<file path="config.mk">
export PLATFORM = sky130hd
export DESIGN_NAME = regfile_multiport
export DESIGN_NICKNAME = d
export VERILOG_FILES = /design/src/rtl/regfile_pkg.sv /design/src/rtl/regfile_scoreboard.sv /design/src/rtl/regfile_multiport.sv
export SDC_FILE = /design/constraint.sdc
export NUM_CORES = 2
export LEC_CHECK = 0
export ABC_CLOCK_PERIOD_IN_PS = 9100
export CAP_MARGIN = 15
export CORE_MARGIN = 5
export CORE_UTILIZATION = 60
export DETAILED_ROUTE_END_ITERATION = 6
export PLACE_DENSITY = 0.76
export SLEW_MARGIN = 20
export SYNTH_ARGS = -nofsm -noshare
export SYNTH_HDL_FRONTEND = slang
export SYNTH_SLANG_ARGS = --single-unit
</file>
<file path="constraint.sdc">
create_clock -name clk_i -period 9.1 [get_ports clk_i]
set_input_delay 1.82 -clock clk_i [delete_from_list [all_inputs] [get_ports clk_i]]
set_output_delay 1.82 -clock clk_i [all_outputs]
set_load 0.01 [all_outputs]
</file>
<file path="src/rtl/regfile_pkg.sv">
// Shared types and default sizes for the multi-port integer register file.
package regfile_pkg;

  localparam int unsigned XLEN_DEFAULT  = 64;
  localparam int unsigned NREGS_DEFAULT = 32;
  localparam int unsigned AW_DEFAULT    = $clog2(NREGS_DEFAULT);

  typedef logic [AW_DEFAULT-1:0]   reg_addr_t;
  typedef logic [XLEN_DEFAULT-1:0] xdata_t;

  // CLEAR: post-reset sequencer zeroing the array; READY: normal operation
  typedef enum logic {
    RF_CLEAR = 1'b0,
    RF_READY = 1'b1
  } rf_state_e;

endpackage : regfile_pkg

</file>
<file path="src/rtl/regfile_scoreboard.sv">
// Pending-write scoreboard: one busy bit per architectural register.
// Set by alloc, cleared by any enabled write, alloc wins on a same-cycle hit.
// Register 0 is never busy. Busy outputs reflect registered state only.
module regfile_scoreboard
  import regfile_pkg::*;
#(
  parameter int unsigned NREGS = NREGS_DEFAULT,
  parameter int unsigned NRD   = 2,
  parameter int unsigned NWR   = 1,
  localparam int unsigned AW   = $clog2(NREGS)
) (
  input  logic              clk_i,
  input  logic              rst_i,
  input  logic              ready_i,
  input  logic              alloc_en_i,
  input  logic [AW-1:0]     alloc_addr_i,
  input  logic [NWR-1:0]    wr_en_i,
  input  logic [NWR*AW-1:0] wr_addr_i,
  input  logic [NRD*AW-1:0] rd_addr_i,
  output logic [NRD-1:0]    busy_o
);

  logic [NREGS-1:0] busy_q;
  logic [NREGS-1:0] busy_d;

  // Next busy vector: write clears first, alloc sets last so it wins
  always_comb begin
    busy_d = busy_q;
    if (ready_i) begin
      for (int p = 0; p < NWR; p++) begin
        if (wr_en_i[p]) begin
          busy_d[wr_addr_i[p*AW +: AW]] = 1'b0;
        end
      end
      if (alloc_en_i) begin
        busy_d[alloc_addr_i] = 1'b1;
      end
    end
    busy_d[0] = 1'b0;
  end

  // Busy vector register, cleared by reset
  always_ff @(posedge clk_i) begin
    if (rst_i) begin
      busy_q <= '0;
    end else begin
      busy_q <= busy_d;
    end
  end

  // Per-read-port lookup of the registered busy state
  always_comb begin
    busy_o = '0;
    for (int r = 0; r < NRD; r++) begin
      busy_o[r] = busy_q[rd_addr_i[r*AW +: AW]];
    end
  end

endmodule : regfile_scoreboard

</file>
<file path="src/rtl/regfile_multiport.sv">
// Parametrised multi-port register file: NRD combinational read ports,
// NWR synchronous write ports, hardwired-zero x0, same-cycle write bypass,
// and a post-reset sequencer that zeroes one entry per cycle before READY.
// Optional pending-write scoreboard enabled with REGFILE_SCOREBOARD_EN.
module regfile_multiport
  import regfile_pkg::*;
#(
  parameter int unsigned XLEN  = XLEN_DEFAULT,
  parameter int unsigned NREGS = NREGS_DEFAULT,
  parameter int unsigned NRD   = 2,
  parameter int unsigned NWR   = 1,
  localparam int unsigned AW   = $clog2(NREGS)
) (
  input  logic                clk_i,
  input  logic                rst_i,
  output logic                ready_o,
  input  logic [NRD*AW-1:0]   rd_addr_i,
  output logic [NRD*XLEN-1:0] rd_data_o,
  input  logic [NWR-1:0]      wr_en_i,
  input  logic [NWR*AW-1:0]   wr_addr_i,
  input  logic [NWR*XLEN-1:0] wr_data_i
`ifdef REGFILE_SCOREBOARD_EN
  ,
  input  logic                alloc_en_i,
  input  logic [AW-1:0]       alloc_addr_i,
  output logic [NRD-1:0]      busy_o
`endif
);

  localparam int unsigned LAST = NREGS - 1;

  rf_state_e         state_q;
  rf_state_e         state_d;
  logic [AW-1:0]     clr_cnt_q;
  logic [AW-1:0]     clr_cnt_d;
  logic              clr_we;
  logic              ready;

  logic [XLEN-1:0]   mem_q [NREGS];
  logic [AW-1:0]     wr_addr_w [NWR];
  logic [XLEN-1:0]   wr_data_w [NWR];

  assign ready   = (state_q == RF_READY);
  assign ready_o = ready;

  // Unpack flattened write-port buses
  always_comb begin
    for (int p = 0; p < NWR; p++) begin
      wr_addr_w[p] = wr_addr_i[p*AW +: AW];
      wr_data_w[p] = wr_data_i[p*XLEN +: XLEN];
    end
  end

  // State and clear-counter registers; reset restarts clearing at entry 1
  always_ff @(posedge clk_i) begin
    if (rst_i) begin
      state_q   <= RF_CLEAR;
      clr_cnt_q <= AW'(1);
    end else begin
      state_q   <= state_d;
      clr_cnt_q <= clr_cnt_d;
    end
  end

  // Clear sequencer next-state: step through entries 1..NREGS-1, then READY
  always_comb begin
    state_d   = state_q;
    clr_cnt_d = clr_cnt_q;
    clr_we    = 1'b0;
    case (state_q)
      RF_CLEAR: begin
        clr_we    = 1'b1;
        clr_cnt_d = clr_cnt_q + AW'(1);
        if (clr_cnt_q == AW'(LAST)) begin
          state_d = RF_READY;
        end
      end
      RF_READY: begin
        state_d = RF_READY;
      end
      default: begin
        state_d = RF_CLEAR;
      end
    endcase
  end

  // Array update: sequencer zeroing in CLEAR, port writes in READY.
  // Later ports are assigned last, so the highest-indexed port wins.
  always_ff @(posedge clk_i) begin
    if (!rst_i) begin
      if (clr_we) begin
        mem_q[clr_cnt_q] <= '0;
      end else if (ready) begin
        for (int p = 0; p < NWR; p++) begin
          if (wr_en_i[p] && (wr_addr_w[p] != '0)) begin
            mem_q[wr_addr_w[p]] <= wr_data_w[p];
          end
        end
      end
    end
  end

  for (genvar r = 0; r < NRD; r++) begin : g_rd
    logic [AW-1:0]   addr;
    logic [XLEN-1:0] data;

    assign addr = rd_addr_i[r*AW +: AW];

    // Read mux: zero when not ready or x0, else array with bypass of same-cycle writes
    always_comb begin
      data = '0;
      if (ready && (addr != '0)) begin
        data = mem_q[addr];
        for (int p = 0; p < NWR; p++) begin
          if (wr_en_i[p] && (wr_addr_w[p] == addr)) begin
            data = wr_data_w[p];
          end
        end
      end
    end

    assign rd_data_o[r*XLEN +: XLEN] = data;
  end

`ifdef REGFILE_SCOREBOARD_EN
  regfile_scoreboard #(
    .NREGS (NREGS),
    .NRD   (NRD),
    .NWR   (NWR)
  ) u_scoreboard (
    .clk_i        (clk_i),
    .rst_i        (rst_i),
    .ready_i      (ready),
    .alloc_en_i   (alloc_en_i),
    .alloc_addr_i (alloc_addr_i),
    .wr_en_i      (wr_en_i),
    .wr_addr_i    (wr_addr_i),
    .rd_addr_i    (rd_addr_i),
    .busy_o       (busy_o)
  );
`endif

endmodule : regfile_multiport

</file>
# --- Word level (Yosys, flattened, before mapping) ---
# Memory sizes are Yosys's and may differ from the RTL's.
# Cells that the tools add are included.
# W data, S select, Z words.
totals:
  mem_count: 1
  out_inout_bits: 129
  mem_bits_rw: 2048
  reg_bits: 6
  in_bits: 82
memory_table:
  columns: ["name", "depth", "word_bits", "rd", "rd_ports_with_merged_regs", "write_ports", "line", "rtl"]
  rows:
  - ["mem_q", 32, 64, 2, 0, 1, "regfile_multiport.sv:39", "logic [XLEN-1:0] mem_q [NREGS];"]
op_classes:
  reduce_logical: 9
  bitwise: 1
  eq_ne: 3
  mux: 16
  add_sub_neg: 1
op_table:
  columns: ["cell", "n"]
  rows:
  - ["$mux W64", 5]
  - ["$reduce_or A64 Y1", 1]
  - ["$reduce_bool A5 Y1", 3]
  - ["$eq A5 B5 Y1", 2]
  - ["$mux W1", 9]
  - ["$add A5 B1 Y5 const B", 1]
  - ["$eq A5 B5 Y1 const B", 1]
  - ["$logic_and A1 B1 Y1", 5]
  - ["$mux W5", 1]
  - ["$pmux W1 S2", 1]
  - ["$not A1 Y1", 1]

# --- Depth between registers and ports, before layout ---
logic_depth:
  ltp_word: 8
  depth_mapped: 10
  depth_no_buf: 5

# --- Least setup slack after synthesis ---
# OpenSTA, ideal clock, no wires.
synth_timing:
  path_type: "input port to flip-flop"
  startpoint: "input wr_addr_i[2]"
  endpoint: "memory mem_q[11][0] in the netlist's numbering, enable pin"
  required_time_ns: 8.536
  arrival_time_ns: 7.711
  path_stages: 7
  setup_ns: 0.564
  path_buffers: 2
  slack_ns: 0.825
  cell_sequence: "buf_2 > or4_1 > o2111a_1 > buf_2 > mux2_2 > nand2_1 > nor3_1"
synth_via:
  elab_chain_len: 8
synth_lines:
  columns: ["item", "line", "rtl"]
  rows:
  - ["start, declared", "regfile_multiport.sv:20", "input logic [NWR*AW-1:0] wr_addr_i,"]
  - ["$reduce_bool A5 Y1", "regfile_multiport.sv:95", "if (wr_en_i[p] && (wr_addr_w[p] != '0)) begin"]
  - ["$logic_and A1 B1 Y1", "regfile_multiport.sv:95", null]
  - ["$mux W1", "regfile_multiport.sv:95", null]
  - ["$mux W1", "regfile_multiport.sv:91", "if (clr_we) begin"]
  - ["$mux W1", "regfile_multiport.sv:90", "if (!rst_i) begin"]
  - ["$mux W1 (implied by the code)", "regfile_multiport.sv:96", "mem_q[wr_addr_w[p]] <= wr_data_w[p];"]
  - ["$reduce_or A64 Y1 (no line)", null, null]
  - ["$mux W5 (no line) or $mux W1 (tied branches)", null, null]
  - ["end, declared", "regfile_multiport.sv:39", null]
# Several ways; a longest one is shown, not always the timed one.

# --- Worst setup path after layout ---
layout_timing:
  startpoint: "input rd_addr_i[1]"
  endpoint: "output rd_data_o[28]"
layout_via:
  elab_chain_len: 4
layout_lines:
  columns: ["item", "line", "rtl"]
  rows:
  - ["start, declared", "regfile_multiport.sv:17", "input logic [NRD*AW-1:0] rd_addr_i,"]
  - ["parallel branches: the longest is 3 deep, another holds $mem_v2 Z32 W64", null, null]
  - ["$mux W64 *", "regfile_multiport.sv:112", "if (ready && (addr != '0)) begin"]
  - ["end, declared", "regfile_multiport.sv:18", "output logic [NRD*XLEN-1:0] rd_data_o,"]
# Mark *: on every way between the ends.

==> reports/results.tsv <==
metric	value	unit
report.final.hold_viol_count	0	
dpl.hpwl	157	mm
syn-instance-count	5081	
ios	211	
synthesis.nets	5165	
yosys.cell_types.count	50	
ir_worst_vdd	0.200	mV
first_iter_violations	8888	
rsz0062_at_grt	false	
crit_required	7.28	ns
timing.critical_path.to_type	output port	
avgSynthCellArea	18.9	um^2
max_freq	131	MHz
rows	147	
syn_area	0.0963	mm^2
p_switching	4.41	mW
muxShareOfSynthArea	26.7	%
max-slew-margin-rel	17.5	%
period_needed	7.62	ns
final.setup_skew	0.0340	ns
synth_top_cells_by_count	2048 x edfxtp_1, 889 x mux4_2, 564 x mux2i_1, 248 x nor2_1, 199 x clkbuf_1	
worstSetupStartpointType	primary input	
drive_gt1_share	25.8	%
ys_async_sr_fraction	0	%
synthTopCellsByArea	edfxtp_1 64%, mux4_2 21%, mux2i_1 5.9%, nor2_1 0.97%, buf_2 0.80%	
whs_path_depth	2	
wl	288	mm
grt_max_degree	131	
clock_latency	0.85	ns
worst_pin_slew	1.24	ns
p_leak	31.9	nW
post_cts_buffers	0	
synthFlopType	edfxtp_1	
hold_path.class	reg2reg	
die-height	411	um
cts_root_buf	clkbuf_16	
cts_tree	done	
yosysSeqAreaShare	64.0	%
vias_per_cell	7.68	
powerDensity	186	mW/mm^2
drtAntennaViolNets	0	
first_pass_iters	6	
switching_share	22.1	%
dieWidth	411	um
cts_sinks	2054	
pwr-share-clk	40.9	%
antenna_found_initial	7	
yosys.area_share.simple	2.61	%
synth_top_family_by_area	multiplexers	
ys_seq_elements	2054	
drv_slew	0	
comb_power_share	7.1	%
htreeDepth	4	
synth_compound_area_share	4.57	%
synth_warnings	0	
grt_pass1_wl	411	mm
cts_repair_resize_count	0	
synth_xor_area_share	0.109	%
status	finished clean	
intPower	15.6	mW
synth_top_cell_area_share	63.9	%
syn2layout_area_growth	11.7	%
nets	5318	
post-route-util	67.2	%
synth_most_common_cell	edfxtp_1	
io_buffer_count	210	
fin_hold_ws	0.577	ns
tns	0	ns
maxCapViolations	0	
cts_buffers	200	
fin_crit_sh	83.8	%
die_area	0.169	mm^2
path_class	in2out	
setup_viol	0	
reg2reg_depth	5	
synth_edf_count	2048	
core	0.160	mm^2
grt_pass1_vias	57337	
power.total	20.0	mW
cts_buffer_depth	3	
gp_congestion	0.843	
critPathMaxFanout	92	
clk_pin_slew_worst_paths	0.06	ns
cts_hold_buf	0	
p_seq_share	52.0	%
start_util	60.2	%
overflow	0	
synthAdderAreaFrac	0.0260	%
cp_data_arrival_time	5.80	ns
synth_largest_area_cell	edfxtp_1	
track_usage	34.2	%
vias	57481	
drc	0	
wire_per_inst	38.4	um
## sequential cells by signal, summed over array words and instances (netlist names)
register,cells
clr_cnt_q,5
mem_q,2048
ready_o,1
## cells by family after synthesis
family	after synthesis
AOI/OAI and AO/OA	593
adders and majority gates	2
xor gates and xnor gates	12
DFF	2054
and+or+nand+nor	541
muxes	1460
buffers and inverters	419
## routing by layer
metal,GRT usage [%],wire length (um),up-vias
li1,-,-,22081
met1,48.4,100000,29814
met2,51.8,132000,4780
met3,9.27,42700,806
met4,13.1,12800,0
met5,0,0,-
## worst max-delay path, stage by stage
cell	delay, ns
buf_8	0.44
buf_12	0.61
nand3b_1	0.85
buf_4	0.50
o21ai_0	0.22
nor3_1	0.10
a21oi_1	0.16
a32o_1	0.37
clkdlybuf4s50_1	0.60
## final cells by class
cell class / instances / area, um^2
tap: 2086 / 2610
multi-input combinational: 2608 / 33100
clock inverter: 114 / 1060
timing repair buffer: 365 / 3720
sequential: 2054 / 61600
clock buffer: 248 / 5310
fill: 10171 / 52500
antenna: 7 / 17.5
inverter: 5 / 23.8
## power groups by stage
stage / combinational [mW] / sequential (mW) / clock (mW)
6_report: 1.42 / 10.4 / 8.17
5_1_grt: 1.46 / 10.4 / 8.62
4_1_cts: 1.39 / 10.4 / 8.21
3_5_place_dp: 1.39 / 10.6 / 0
3_3_place_gp: 1.38 / 10.6 / 0
2_1_floorplan: 0.929 / 10.6 / 0
## metrics by stage
| step | worst slack, ns | std cells | area (um^2) |
|---|---|---|---|
| floorplan | 0.825 | 5081 | 96300 |
| global placement | 1.61 | 7114 | 101000 |
| detailed placement | 1.56 | 7118 | 101000 |
| CTS | 1.53 | 7480 | 107000 |
| global route | 1.38 | 7480 | 107000 |
| finish | 1.48 | 7487 | 108000 |
## layout by cell type (no fill, tap or decap), types with 35 or more instances in the layout
master	n
edfxtp_1	2048
mux2i_1	564
a22o_1	78
a221o_1	61
a22oi_1	47
nand2_1	75
clkinv_1	45
buf_4	122
clkinv_2	35
a211oi_1	74
a32o_1	46
clkbuf_16	206
clkdlybuf4s50_1	201
mux4_2	889
o21bai_1	46
clkbuf_1	42
and2_1	63
nor4_1	49
o22ai_1	101
nor3_1	53
nor2_1	215
o21ai_0	48
a21oi_1	79
## worst paths after layout
kind	end	start	slack (ns)
max	rd_data_o[28]	rd_addr_i[1]	1.48
min	clr_cnt_q[0]	clr_cnt_q[0]	0.58
max reg2reg	mem_q[20][48]	ready_o	4.17
min reg2reg	clr_cnt_q[0]	clr_cnt_q[0]	0.58
Note: power is estimated with default switching activity, not from simulation.
